--- config.mk ---
export PLATFORM = sky130hd
export DESIGN_NAME = mux_nto1_reg
export DESIGN_NICKNAME = d
export VERILOG_FILES = /design/src/rtl/mux_nto1_reg.sv
export SDC_FILE = /design/constraint.sdc
export NUM_CORES = 1
export LEC_CHECK = 0
export CAP_MARGIN = 30
export CORE_MARGIN = 8
export CORE_UTILIZATION = 38
export DETAILED_ROUTE_END_ITERATION = 8
export GPL_TIMING_DRIVEN = 0
export PLACE_DENSITY = 0.79
export SETUP_SLACK_MARGIN = 0.5
export SLEW_MARGIN = 20
export SYNTH_ARGS = -nofsm -noshare
export SYNTH_HDL_FRONTEND = slang
export SYNTH_SLANG_ARGS = --single-unit
--- constraint.sdc ---
create_clock -name clk -period 2.7 [get_ports clk]
set_input_delay 0.405 -clock clk [delete_from_list [all_inputs] [get_ports clk]]
set_output_delay 0.405 -clock clk [all_outputs]
set_load 0.05 [all_outputs]
--- src/rtl/mux_nto1_reg.sv ---
// mux_nto1_reg: N-input, W-bit registered multiplexer with valid/ready output.
// Two modes: fixed select (mode=0) or round-robin auto-scan (mode=1).
// Optional feature macro: MUX_SKIP_MASK_EN adds ch_mask (1 = skip channel).
//
// Handshake: a beat is held in out_data/out_ch while out_valid=1 and is
// consumed on a rising edge where out_valid=1 and out_ready=1. A new beat is
// captured on any edge where en=1 and the output register is free
// (out_valid=0) or being consumed in that same edge (out_ready=1). A held,
// unconsumed beat is never altered.
module mux_nto1_reg #(
    parameter int WIDTH  = 8,
    parameter int NUM_IN = 4,
    parameter int SEL_W  = 2
) (
    input  logic                    clk,
    input  logic                    rst_n,
    input  logic [NUM_IN*WIDTH-1:0] in_bus,
    input  logic [SEL_W-1:0]        sel,
    input  logic                    mode,
    input  logic                    en,
`ifdef MUX_SKIP_MASK_EN
    input  logic [NUM_IN-1:0]       ch_mask,
`endif
    input  logic                    out_ready,
    output logic [WIDTH-1:0]        out_data,
    output logic [SEL_W-1:0]        out_ch,
    output logic                    out_valid
);

    logic [WIDTH-1:0]  r_data;
    logic [SEL_W-1:0]  r_ch;
    logic              r_valid;
    logic [SEL_W-1:0]  r_ptr;

    logic [NUM_IN-1:0] w_skip;
    logic [SEL_W-1:0]  w_scan_ch;
    logic              w_scan_found;
    int                w_dist;
    int                w_best;
    logic              w_sel_ok;
    logic [SEL_W-1:0]  w_ch;
    logic              w_eligible;
    logic [WIDTH-1:0]  w_data;
    logic [SEL_W-1:0]  w_ptr_next;
    logic              w_load;

`ifdef MUX_SKIP_MASK_EN
    assign w_skip = ch_mask;
`else
    assign w_skip = '0;
`endif

    // Scan mode: nearest non-skipped channel at or after the pointer, cyclically.
    always_comb begin
        w_scan_ch    = r_ptr;
        w_scan_found = 1'b0;
        w_best       = NUM_IN;
        w_dist       = 0;
        for (int k = 0; k < NUM_IN; k++) begin
            w_dist = k - int'(r_ptr);
            if (w_dist < 0) begin
                w_dist = w_dist + NUM_IN;
            end
            if (!w_skip[k] && (w_dist < w_best)) begin
                w_best       = w_dist;
                w_scan_ch    = SEL_W'(k);
                w_scan_found = 1'b1;
            end
        end
    end

    // Fixed mode: a skipped in-range select behaves as if en were low.
    always_comb begin
        w_sel_ok = 1'b1;
        for (int k = 0; k < NUM_IN; k++) begin
            if ((int'(sel) == k) && w_skip[k]) begin
                w_sel_ok = 1'b0;
            end
        end
    end

    // Channel choice and data mux; an out-of-range select yields zero data.
    always_comb begin
        w_ch       = mode ? w_scan_ch : sel;
        w_eligible = mode ? w_scan_found : w_sel_ok;
        w_data     = '0;
        for (int k = 0; k < NUM_IN; k++) begin
            if (int'(w_ch) == k) begin
                w_data = in_bus[k*WIDTH +: WIDTH];
            end
        end
    end

    // Pointer advances past the captured channel, wrapping at the last channel.
    always_comb begin
        if (int'(w_scan_ch) >= NUM_IN - 1) begin
            w_ptr_next = '0;
        end else begin
            w_ptr_next = w_scan_ch + SEL_W'(1);
        end
    end

    assign w_load = en && w_eligible && (!r_valid || out_ready);

    // Output register: capture on load, drop valid when consumed without a refill.
    always_ff @(posedge clk or negedge rst_n) begin
        if (!rst_n) begin
            r_data  <= '0;
            r_ch    <= '0;
            r_valid <= 1'b0;
        end else if (w_load) begin
            r_data  <= w_data;
            r_ch    <= w_ch;
            r_valid <= 1'b1;
        end else if (out_ready) begin
            r_valid <= 1'b0;
        end
    end

    // Scan pointer: parked at 0 in fixed mode, advances only on a scan capture.
    always_ff @(posedge clk or negedge rst_n) begin
        if (!rst_n) begin
            r_ptr <= '0;
        end else if (!mode) begin
            r_ptr <= '0;
        end else if (w_load) begin
            r_ptr <= w_ptr_next;
        end
    end

    assign out_data  = r_data;
    assign out_ch    = r_ch;
    assign out_valid = r_valid;

endmodule

==> metrics.txt, run 1 <==
most area-hungry cell type in the Yosys netlist=dfrtp_1; Total Routed Length=2700 µm; Root Driver=clkbuf_4; Commonest cells post-synth=nand2_1 (14), dfrtp_1 (13), a21oi_1 (9); Mean Syn Cell Area=9.17 µm²; Slew Limit Fails=0; Critical Path Start Type=primary input; critical path cell sequence=clkdlybuf4s50_1 > nand2b_1 > a2bb2oi_1 > o221ai_1 > a21oi_1; Final Cell Area=1330 µm²; dpl cell area=1300 µm²; final setup violation count=0; Die Y=61.3 µm; Synth Instances=85; Mapped Area=779 µm²; clock slew at reported path FFs=0.09 ns; Global Route Usage Sum=0.156; VDD IR max=0.362 mV; most common cell in the netlist=nand2_1; Post-synth EDFFs=0; Hold-fix buffers, CTS=0; DRC marker count from the first detailed-route iteration=15; Final ANT Viol Nets=0; Seq/Total Area, Yosys=0.417; min Tclk post-route=2.01 ns; syn_nets=127; Detailed Routing Iterations Pass 1=4; max incr delay on CP=0.63 ns; via count=869; num rows=16; Clock Latency Late Sink=0.29 ns; Pleak=0.555 nW; Relative slew margins=0.488; Worst setup EP type=flop; Net count, final=181; vias in the first global route=940; Arr. time, crit path=2.22 ns; Crit path required time=2.91 ns; Hold WS=0.493 ns; worst path bufs/invs=1; Final Hold Fails=0; Starting Density=0.401; Cell variety after synth=23; flops & latches, synth=13; dominant synthesized flop cell=dfrtp_1; Comb pwr share=0.450; CTS tree=done; P&R area growth vs syn=70.6%; first-pass GRT wire length=4300 µm; clk_skew=0.00623 ns; fmax=496 MHz; Port Buffers=49; initial antenna violation count=0; total core area=1940 µm²; RSZ-0062 raised after global routing=false; I/O Pins=50; CTS buffer count=3; pin count of the biggest net entering global routing=14; Worst Max-Slew Pin Slew=0.765 ns; Final Util=0.685; synthesis warning total=0; DIE WIDTH=61.3 µm; CP Max Fanout=8; Psw=261 µW; Int Pwr=410 µW; Clock power frac=0.192; asr flop ratio synth=1.00; total power=672 µW; drt drc=0; setup_tns=0 ns; critical setup path kind=primary input to flop; Synth top area share=0.417; share of layout cells above drive strength 1=0.0435; fin crit share=0.746; GRT overflow=0; n_diodes=0; overall die area=3760 µm²; DR vias/cell=5.27; crit-path leading delay family=compound AO/OA/AOI/OAI gates; synth top area cells=dfrtp_1 (42%), o221ai_1 (9.0%), a211oi_1 (7.7%); # H-tree levels=1; gp weighted congestion=0.731; dpl hpwl=2120 µm; clock sinks=13; register share of total power=0.359; Hold Crit Class=primary input to asynchronous set/reset pin; dpl cells=161; clock tree buffer depth=2; post-route setup slack=0.685 ns; Max-cap violations=0; Switching Fraction=0.389; pre-CTS setup slack=0.379 ns; DR WL/cell=16.4 µm; Crit-path slowest cell=a2bb2oi_1; post-cts sizing count=0; P per Cell Area=505 nW/µm²; status=completed; Setup Fix Bufs, Post-CTS=0; Layout Cells excl Fill=165
## sequential cells by signal, summed over array words and instances (netlist names)
| register | flops |
|---|---|
| out_ch | 2 |
| r_ptr | 2 |
| out_data | 8 |
| out_valid | 1 |
## worst paths after layout
path,startpoint,endpoint,slack (ns),cells after the start
setup / recovery,mode,out_data[5],0.69,5
hold / removal,rst_n,out_ch[1],0.49,1
setup reg to reg,r_ptr[1],out_data[5],0.76,6
hold reg to reg,out_ch[1],out_ch[1],0.50,2
max in group asynchronous,rst_n,out_data[6],1.81,1
min in group clk,out_ch[1],out_ch[1],0.50,2
## cells by family (layout without fill, tap and decap cells)
| kind of cell | count (synthesis) | in the layout | synth area share |
|---|---|---|---|
| AOI/OAI and AO/OA | 31 | 31 | 0.281 |
| and+or+nand+nor | 31 | 31 | 0.209 |
| buffers and inverters | 6 | 59 | 0.0305 |
| DFF | 13 | 13 | 0.417 |
| muxes | 1 | 1 | 0.0144 |
| adders and majority gates | 3 | 3 | 0.0482 |
## power by group through the flow
stage | clock, mW | sequential, mW | combinational (mW)
5_1_grt | 0.144 | 0.244 | 0.322
3_5_place_dp | 0 | 0.245 | 0.304
3_3_place_gp | 0 | 0.242 | 0.301
6_report | 0.129 | 0.241 | 0.302
4_1_cts | 0.132 | 0.241 | 0.305
2_1_floorplan | 0 | 0.338 | 0.0719
## cells in the final DEF, fill, tap and decap left out, drive strengths merged
master / count
clkdlybuf4s50: 49
nand2: 14
dfrtp: 13
a21oi: 9
o221ai: 8
and3: 8
a211oi: 8
clkbuf: 7
nand2b: 3
ha: 3
inv: 2
o21ai: 2
and2: 1
nand4: 1
o21a: 1
or3: 1
a21boi: 1
mux2: 1
nor3b: 1
a2bb2oi: 1
or2: 1
or3b: 1
buf: 1
o211a: 1
## per-layer routing
metal / global-route usage / share of wire / up-vias
li1: - / - / 430
met1: 0.169 / 0.38 / 409
met2: 0.266 / 0.54 / 26
met3: 0.0459 / 0.060 / 4
met4: 0.0831 / 0.013 / 0
met5: 0 / 0 / -
## final cells by class
type | count | area (µm²)
Fill cell | 173 | 612
Timing Repair Buffer | 49 | 490
Multi-Input combinational cell | 66 | 430
Sequential cell | 13 | 325
Tap cell | 27 | 33.8
Clock buffer | 4 | 26.3
Buffer | 4 | 16.3
Inverter | 2 | 7.51
Power figures use the tool's default switching activity.
==> run 2: changes to the inputs <==
--- a/config.mk
+++ b/config.mk
@@ -7,10 +7,10 @@
 export LEC_CHECK = 0
 export CAP_MARGIN = 30
 export CORE_MARGIN = 8
-export CORE_UTILIZATION = 38
+export CORE_UTILIZATION = 32
 export DETAILED_ROUTE_END_ITERATION = 8
 export GPL_TIMING_DRIVEN = 0
-export PLACE_DENSITY = 0.79
+export PLACE_DENSITY = 0.71
 export SETUP_SLACK_MARGIN = 0.5
 export SLEW_MARGIN = 20
 export SYNTH_ARGS = -nofsm -noshare
==> constraint.sdc (replaced) <==
create_clock -name clk -period 1.8 [get_ports clk]
set_input_delay 0.27 -clock clk [delete_from_list [all_inputs] [get_ports clk]]
set_output_delay 0.27 -clock clk [all_outputs]
set_load 0.05 [all_outputs]
==> metrics.txt, run 2 (same netlist as run 1, synthesis figures left out) <==
status=completed; P per Cell Area=694 nW/µm²; most frequent cells in the layout=clkdlybuf4s50_1 (37), nand2_1 (13), buf_2 (11), dfrtp_1 (10), a21oi_1 (9); Hold Crit Class=primary input to asynchronous set/reset pin; clock tree buffer depth=2; Starting Density=0.327; register area=329 µm²; pin count of the biggest net entering global routing=14; Arr. time, crit path=1.82 ns; VDD IR max=0.458 mV; P&R area growth vs syn=90.0%; Switching Fraction=0.395; Max-cap violations=0; Layout Cells excl Fill=173; DR vias/cell=5.15; start point of the critical path=r_ptr[0]; Worst setup EP type=flop; drt drc=0; register share of total power=0.352; CTS buffer count=3; Pleak=0.609 nW; share of layout cells above drive strength 1=0.371; Comb pwr share=0.469; initial antenna violation count=0; total core area=2390 µm²; min Tclk post-route=1.66 ns; Final Hold Fails=0; Critical Path Start Type=flop; Relative slew margins=0.585; GRT overflow=0; n_diodes=0; CP Max Fanout=5; DRC marker count from the first detailed-route iteration=40; Hold-fix buffers, CTS=0; I/O Pins=50; Final ANT Viol Nets=0; Crit path required time=1.96 ns; fmax=601 MHz; Die Y=65.4 µm; pre-CTS setup slack=-0.409 ns; fill count=223; DR WL/cell=16.2 µm; overall die area=4270 µm²; Root Driver=clkbuf_4; Clock Latency Late Sink=0.27 ns; Int Pwr=622 µW; CTS tree=done; first-pass GRT wire length=4600 µm; Psw=406 µW; post-route setup slack=0.137 ns; dpl cells=164; num rows=18; most common cell after layout, fill and taps aside=clkdlybuf4s50_1; Worst Max-Slew Pin Slew=0.620 ns; vias in the first global route=968; Clock power frac=0.179; max reg flops=8; Global Route Usage Sum=0.136; fin crit share=0.924; gp weighted congestion=0.833; clock slew at reported path FFs=0.09 ns; Port Buffers=49; clock sinks=13; RSZ-0062 raised after global routing=true; worst reg2reg startpoint=r_ptr[0]; Slew Limit Fails=0; final setup violation count=0; Detailed Routing Iterations Pass 1=4; Net count, final=186; multi-input logic area=571 µm²; Total Routed Length=2810 µm; # H-tree levels=1; dpl hpwl=2200 µm; via count=891; critical setup path kind=flop to flop; DIE WIDTH=65.4 µm; clk_skew=0.00560 ns
[run 2: cell count changes in the layout (fill, tap and decap cells not counted), sizes merged]
| cell | before | now |
|---|---|---|
| clkdlybuf4s50 | 49 | 37 |
| buf | 1 | 17 |
| dlymetal6s2s | 0 | 1 |
[run 2: timing repair]
item,CTS,global route
pin swaps,1,1
endpoints found under the setup margin,22,22
gates cloned,1,0
resized for setup,39,33
setup buffers,3,1
hold endpoints to repair,0,0
[run 2: metal layers]
metal,share of wire,vias to the layer above,global-route usage
met5,0,-,0
met4,0.0075,0,0.0654
met3,0.042,2,0.0238
met2,0.54,22,0.252
met1,0.41,430,0.144
li1,-,437,-
[run 2: final timing paths]
path / endpoint / slack [ns] / cells past startpoint
worst max-delay path: out_data[1] / 0.14 / 7
worst min-delay path: out_data[1] / 0.38 / 1
worst max register to register: out_data[1] / 0.14 / 7
worst min register to register: out_ch[0] / 0.50 / 1
max in group asynchronous: out_valid / 0.98 / 1
min in group clk: r_ptr[1] / 0.40 / 2
[run 2: layout make-up]
cell class                 count  area share
multi-input combinational     66       0.385
timing repair buffer          54       0.326
sequential                    13       0.222
tap                           30      0.0253
buffer                         4      0.0186
clock buffer                   4      0.0177
inverter                       2     0.00507
[run 2: stage by stage]
step | TNS (ns) | utilization | hold slack, ns | cell area, µm² | total power, mW
after global routing | 0 | 0.621 | 0.389 | 1480 | 1.10
after floorplan | 0 | - | -0.0256 | 883 | 0.649
after CTS | 0 | 0.622 | 0.396 | 1490 | 1.05
final | 0 | 0.621 | 0.376 | 1480 | 1.03
after global placement | -3.14 | 0.591 | 0.481 | 1410 | 0.855
after detailed placement | -3.20 | 0.591 | 0.491 | 1410 | 0.861
[run 2: power groups by stage]
stage          Combinational [mW]  Clock, mW  Sequential [mW]
2_1_floorplan               0.141          0            0.508
3_3_place_gp                0.490          0            0.365
3_5_place_dp                0.494          0            0.367
4_1_cts                     0.496      0.196            0.361
5_1_grt                     0.516      0.211            0.369
6_report                    0.483      0.184            0.362
[run 2: critical path: stages (launching register included)]
cell and delay, ns:
dfrtp_2 0.41, inv_1 0.06, ha_2 0.18, or3b_4 0.41, buf_6 0.14, and3_4 0.14
a211oi_2 0.15, a21oi_1 0.06
